==> src/rtl/conv33_pkg.sv <==
// conv33_pkg: shared types and defaults for the conv33 window path.
//   state_t        : window generator FSM states (IDLE, RUN, DRAIN)
//   DATA_WIDTH_DEF : default pixel width, also used by the conv33 input buffer
package conv33_pkg;

  localparam int unsigned DATA_WIDTH_DEF = 8;

  typedef enum logic [1:0] {
    IDLE,
    RUN,
    DRAIN
  } state_t;

endpackage

==> src/rtl/conv33_line_buffer.sv <==
// conv33_line_buffer: one image row of pixel storage.
//   clk     : clock
//   we      : write enable
//   addr    : shared read/write column address
//   wr_data : pixel written at addr when we=1
//   rd_data : pixel stored at addr before this cycle's write (read-before-write)
// Contents are not reset; every entry is written in a frame before it is read.
module conv33_line_buffer
  import conv33_pkg::*;
#(
  parameter int unsigned DATA_WIDTH = DATA_WIDTH_DEF,
  parameter int unsigned IMG_W      = 28
) (
  input  logic                     clk,
  input  logic                     we,
  input  logic [$clog2(IMG_W)-1:0] addr,
  input  logic [DATA_WIDTH-1:0]    wr_data,
  output logic [DATA_WIDTH-1:0]    rd_data
);

  logic [DATA_WIDTH-1:0] mem [IMG_W];

  // Asynchronous read of the old entry; the write lands at the clock edge.
  assign rd_data = mem[addr];

  always_ff @(posedge clk) begin
    if (we) mem[addr] <= wr_data;
  end

endmodule

==> src/rtl/conv33_window_gen.sv <==
// conv33_window_gen: raster pixel stream to 3x3 windows (stride 1, no padding).
//   clk, rst           : clock, asynchronous active-high reset
//   start              : begins a frame (honoured only in IDLE)
//   pix_valid/ready    : input pixel handshake, pix_data in raster order
//   valid_out/ready_in : output window handshake
//   out_r_c            : window element, r=0 oldest row, c=0 leftmost column
//   busy               : frame in progress
// Optional macro CONV33_WINGEN_STATUS_EN adds:
//   frame_done         : one-cycle pulse after the final window handshake
//   win_count          : windows handshaken since the last start
module conv33_window_gen
  import conv33_pkg::*;
#(
  parameter int unsigned DATA_WIDTH = DATA_WIDTH_DEF,
  parameter int unsigned IMG_W      = 28,
  parameter int unsigned IMG_H      = 28
) (
  input  logic                  clk,
  input  logic                  rst,
  input  logic                  start,
  input  logic                  pix_valid,
  output logic                  pix_ready,
  input  logic [DATA_WIDTH-1:0] pix_data,
  output logic                  valid_out,
  input  logic                  ready_in,
  output logic [DATA_WIDTH-1:0] out_0_0,
  output logic [DATA_WIDTH-1:0] out_0_1,
  output logic [DATA_WIDTH-1:0] out_0_2,
  output logic [DATA_WIDTH-1:0] out_1_0,
  output logic [DATA_WIDTH-1:0] out_1_1,
  output logic [DATA_WIDTH-1:0] out_1_2,
  output logic [DATA_WIDTH-1:0] out_2_0,
  output logic [DATA_WIDTH-1:0] out_2_1,
  output logic [DATA_WIDTH-1:0] out_2_2,
`ifdef CONV33_WINGEN_STATUS_EN
  output logic                  frame_done,
  output logic [$clog2((IMG_W-2)*(IMG_H-2)+1)-1:0] win_count,
`endif
  output logic                  busy
);

  localparam int unsigned CW = $clog2(IMG_W);
  localparam int unsigned RW = $clog2(IMG_H);

  state_t                state;
  logic [CW-1:0]         col;
  logic [RW-1:0]         row;
  logic [DATA_WIDTH-1:0] win [3][3];
  logic [DATA_WIDTH-1:0] lb0_q, lb1_q;
  logic                  accept, handshake, last_pix, qualify;

  assign pix_ready = (state == RUN) && !(valid_out && !ready_in);
  assign accept    = pix_valid && pix_ready;
  assign handshake = valid_out && ready_in;
  assign last_pix  = (row == RW'(IMG_H-1)) && (col == CW'(IMG_W-1));
  assign qualify   = (row >= RW'(2)) && (col >= CW'(2));
  assign busy      = (state != IDLE);

  conv33_line_buffer #(.DATA_WIDTH(DATA_WIDTH), .IMG_W(IMG_W)) lb0 (
    .clk(clk), .we(accept), .addr(col), .wr_data(pix_data), .rd_data(lb0_q)
  );

  conv33_line_buffer #(.DATA_WIDTH(DATA_WIDTH), .IMG_W(IMG_W)) lb1 (
    .clk(clk), .we(accept), .addr(col), .wr_data(lb0_q), .rd_data(lb1_q)
  );

  always_ff @(posedge clk or posedge rst) begin
    if (rst) begin
      state     <= IDLE;
      row       <= '0;
      col       <= '0;
      valid_out <= 1'b0;
      win       <= '{default: '0};
    end else begin
      case (state)
        IDLE:    if (start) state <= RUN;
        RUN:     if (accept && last_pix) state <= DRAIN;
        DRAIN:   if (handshake) state <= IDLE;
        default: state <= IDLE;
      endcase

      if (accept) begin
        for (int unsigned r = 0; r < 3; r++) begin
          win[r][0] <= win[r][1];
          win[r][1] <= win[r][2];
        end
        win[0][2] <= lb1_q;
        win[1][2] <= lb0_q;
        win[2][2] <= pix_data;
        // Row counter is cleared explicitly at the end of the frame since
        // IMG_H need not be a power of two.
        if (col == CW'(IMG_W-1)) begin
          col <= '0;
          row <= (row == RW'(IMG_H-1)) ? '0 : row + 1'b1;
        end else begin
          col <= col + 1'b1;
        end
        valid_out <= qualify;
      end else if (handshake) begin
        valid_out <= 1'b0;
      end
    end
  end

`ifdef CONV33_WINGEN_STATUS_EN
  always_ff @(posedge clk or posedge rst) begin
    if (rst) begin
      frame_done <= 1'b0;
      win_count  <= '0;
    end else begin
      frame_done <= (state == DRAIN) && handshake;
      if (state == IDLE && start) win_count <= '0;
      else if (handshake)         win_count <= win_count + 1'b1;
    end
  end
`endif

  assign out_0_0 = win[0][0];
  assign out_0_1 = win[0][1];
  assign out_0_2 = win[0][2];
  assign out_1_0 = win[1][0];
  assign out_1_1 = win[1][1];
  assign out_1_2 = win[1][2];
  assign out_2_0 = win[2][0];
  assign out_2_1 = win[2][1];
  assign out_2_2 = win[2][2];

endmodule

==> config.mk <==
export PLATFORM = sky130hd
export DESIGN_NAME = conv33_window_gen
export DESIGN_NICKNAME = d
export VERILOG_FILES = /design/src/rtl/conv33_pkg.sv /design/src/rtl/conv33_line_buffer.sv /design/src/rtl/conv33_window_gen.sv
export SDC_FILE = /design/constraint.sdc
export NUM_CORES = 1
export LEC_CHECK = 0
export ABC_CLOCK_PERIOD_IN_PS = 3000
export BUFFER_PORTS_ARGS = -buffer_cell sky130_fd_sc_hd__buf_2
export CAP_MARGIN = 20
export CORE_MARGIN = 10
export CORE_UTILIZATION = 50
export DETAILED_ROUTE_END_ITERATION = 8
export PLACE_DENSITY = 0.79
export SLEW_MARGIN = 40
export SYNTH_ARGS = -nofsm -noshare
export SYNTH_HDL_FRONTEND = slang
export SYNTH_SLANG_ARGS = --single-unit
==> constraint.sdc <==
create_clock -name clk -period 3 [get_ports clk]
set_input_delay 0.75 -clock clk [delete_from_list [all_inputs] [get_ports clk]]
set_output_delay 0.75 -clock clk [all_outputs]
set_load 0.01 [all_outputs]
==> reports/results.txt <==
Status: complete, no violations
Die Wd: 224 um
Post-synth ARST share: 15.9%
Detailed Place HPWL: 28800 um
Fillers: 2925
Mean Syn Cell Area: 17.2 um^2
CP Class: flip-flop to flip-flop
Top cells by count, synth: edfxtp_1, nand2_1, mux2i_1, dfrtp_1, mux4_2
Setup repair after global routing missed its margin: no
Leading post-synthesis cells by cell area: edfxtp_1, dfrtp_1, mux2i_1, mux4_2, nand2_1
Syn_nets: 1226
CTS tree: yes
Gate Count Post-Synth: 1207
Initial Utilization: 50.7%
M1 GR Usage: 24.4%
Cell Rows: 74
Met2 GRT Util: 30.3%
Hold Crit Class: primary input to asynchronous set/reset pin
Clock Skew: 0.0185 ns
Via density: 5.94
Worst-skew pair later-pin latency: 0.59 ns
NetSw: 7740 uW
DRC violations left: 0
Area after DPL: 0.0222 mm^2
Unique masters post-synth: 49
Register area share after synthesis: 75.1%
Fmax achieved: 352 MHz
Ports: 88
Synth top area share: 64.9%
Clock slew at reported path FFs: 0.06 ns
Cell Int Power: 16700 uW
Post-route antenna net violation count: 0
Die area: 0.0500 mm^2
Core box area: 0.0409 mm^2
Final Hold Vio Count: 0
GRT Total Usage: 18.5%
DR WL/cell: 24.3 um
Clock Tree Root: clkbuf_16
Pwr/cell area: 1020 mW/mm^2
Setup tns final: 0 ns
Num CTS Buffers: 51
CP required: 3.46 ns
Period utilization: 94.8%
N_diodes: 0
Fin area: 0.0239 mm^2
Slew Limit Fails: 0
P_leak: 0.00870 uW
# nets final: 1371
Synth-to-Final Area Change: 15.1%
Worst-margin pin slew: 0.651 ns
Largest net degree at the start of global routing: 60
Endpoints failing setup: 0
R2R depth: 7
Max_cap viols: 0
Global route hottest layer: met2
H-tree lvl count: 2
Remaining global-route overflow: 0
CP max FO: 59
Clock sinks: 533
Worst EP arrival: 3.31 ns
Routed via count: 11442
Port buffer count: 87
GRT met3 Usage: 3.57%
CP Launch Type: flip-flop
Area of the multi-input gates: 0.00480 mm^2
DRT iter0 DRCs: 1285
Worst VDD drop: 0.521 mV
Flop pwr share: 43.7%
Cell Area, Synth: 0.0207 mm^2
#FFs+latches synth: 533
Final wirelength: 46900 um
CTS max path bufs: 3
Register area: 0.0156 mm^2
Slew headroom: 56.6%
Cell with the most instances after synthesis: edfxtp_1
Resize count post-CTS: 0
Yosys Warn Count: 0
Hold buffer count at cts: 0
Sw frac: 31.7%
Die Span Y: 224 um
FF-to-FF setup slack: 0.16 ns
Post-CTS setup buffers: 0
Layout cells sized above 1: 21.7%
Area leader, netlist: edfxtp_1
Fin crit period: 2.84 ns
Vias in the first global route: 11566
Gpl congestion: 0.845
Crit. End Element: flip-flop
R2R Path End: out_1_2[7]
DRT Pass-1 Iters: 6
RR Startpoint: col[1]
First-pass GRT wire length: 71600 um
Clk network pwr share: 26.0%
Synth Flop Type: edfxtp_1
Initial antenna violation count: 0
Post-synth EDFFs: 448
Combinational share of power: 30.3%
## logic make-up (layout without fill, tap and decap cells)
logic type,Yosys count,count (layout),synth area share [%]
AND/OR/NAND/NOR,308,308,6.44
buffers and inverters,66,252,1.89
flip-flops,533,533,75.1
multiplexers,184,184,12.6
XOR/XNOR,1,1,0.0422
adder cells (fa/ha/maj),6,6,0.362
AO/OA/AOI/OAI,109,109,3.50
## metrics by stage
| stage | std cells | utilization, % | hold slack, ns | total power (uW) | worst slack (ns) |
|---|---|---|---|---|---|
| global route | 1925 | 58.3 | 0.201 | 25300 | 0.0621 |
| floorplan | 1207 | - | 0.441 | 15200 | 0.0565 |
| finish | 1925 | 58.3 | 0.179 | 24400 | 0.157 |
| global placement | 1831 | 54.3 | 0.453 | 17900 | 0.228 |
| detailed placement | 1831 | 54.3 | 0.457 | 18100 | 0.215 |
| CTS | 1925 | 58.3 | 0.169 | 24500 | 0.211 |
## layout by cell type (no fill, tap or decap), drive strengths merged, types with 3 or more instances in the layout
master  count
nor4        3
nor3        8
nand3b      3
dfrtp      85
mux2       16
or4b        3
edfxtp    448
a31oi       6
mux4       56
a21o        3
a22oi      23
nand2     190
bufinv      5
o22ai      31
ha          6
a211oi      9
mux2i     112
clkbuf     72
or3         3
nand3      28
nor2b       8
buf       152
and2        3
a221oi      8
nand2b      6
inv         8
o21ai       8
nor2       43
a21oi      17
clkinv     15
## flip-flops by register name, indices dropped and copies added, names as in the netlist
name	flops
col	5
lb0.mem	224
lb1.mem	224
out_0_0	8
out_0_1	8
out_0_2	8
out_1_0	8
out_1_1	8
out_1_2	8
out_2_0	8
out_2_1	8
out_2_2	8
row	5
state	2
valid_out	1
## power groups by stage
stage	combinational [uW]	clock (uW)	sequential (uW)
4_1_cts	7390	6430	10700
3_5_place_dp	7360	0	10800
6_report	7390	6340	10700
5_1_grt	7870	6690	10700
3_3_place_gp	7150	0	10700
2_1_floorplan	4330	0	10800
## worst max-delay path, stage by stage (launching register included)
cell	delay (ns)
dfrtp_4	0.56
buf_12	0.39
mux2i_1	0.31
o22ai_1	0.16
a211oi_1	0.45
nand3_1	0.27
buf_12	0.24
mux2_4	0.27
## layer usage
metal	up-vias	wire, um
met5	-	0
met4	0	1420
met3	111	4030
met2	576	23400
met1	5797	18000
li1	4958	-
## worst max-delay path by stage
stage                      end  slack, ns    from
floorplan               col[0]       0.06     rst
global placement    out_1_2[7]       0.23  col[1]
detailed placement  out_1_2[7]       0.22  col[1]
CTS                 out_1_2[7]       0.21  col[1]
global route        out_1_2[7]       0.06  col[1]
finish              out_1_2[7]       0.16  col[1]
## layout make-up
cell class,count,area share [%]
sequential,533,65.3
multi-input combinational,608,20.1
clock buffer,72,5.93
timing repair buffer,152,4.76
tap,532,2.79
clock inverter,22,0.991
inverter,6,0.115
Power figures use the tool's default switching activity.
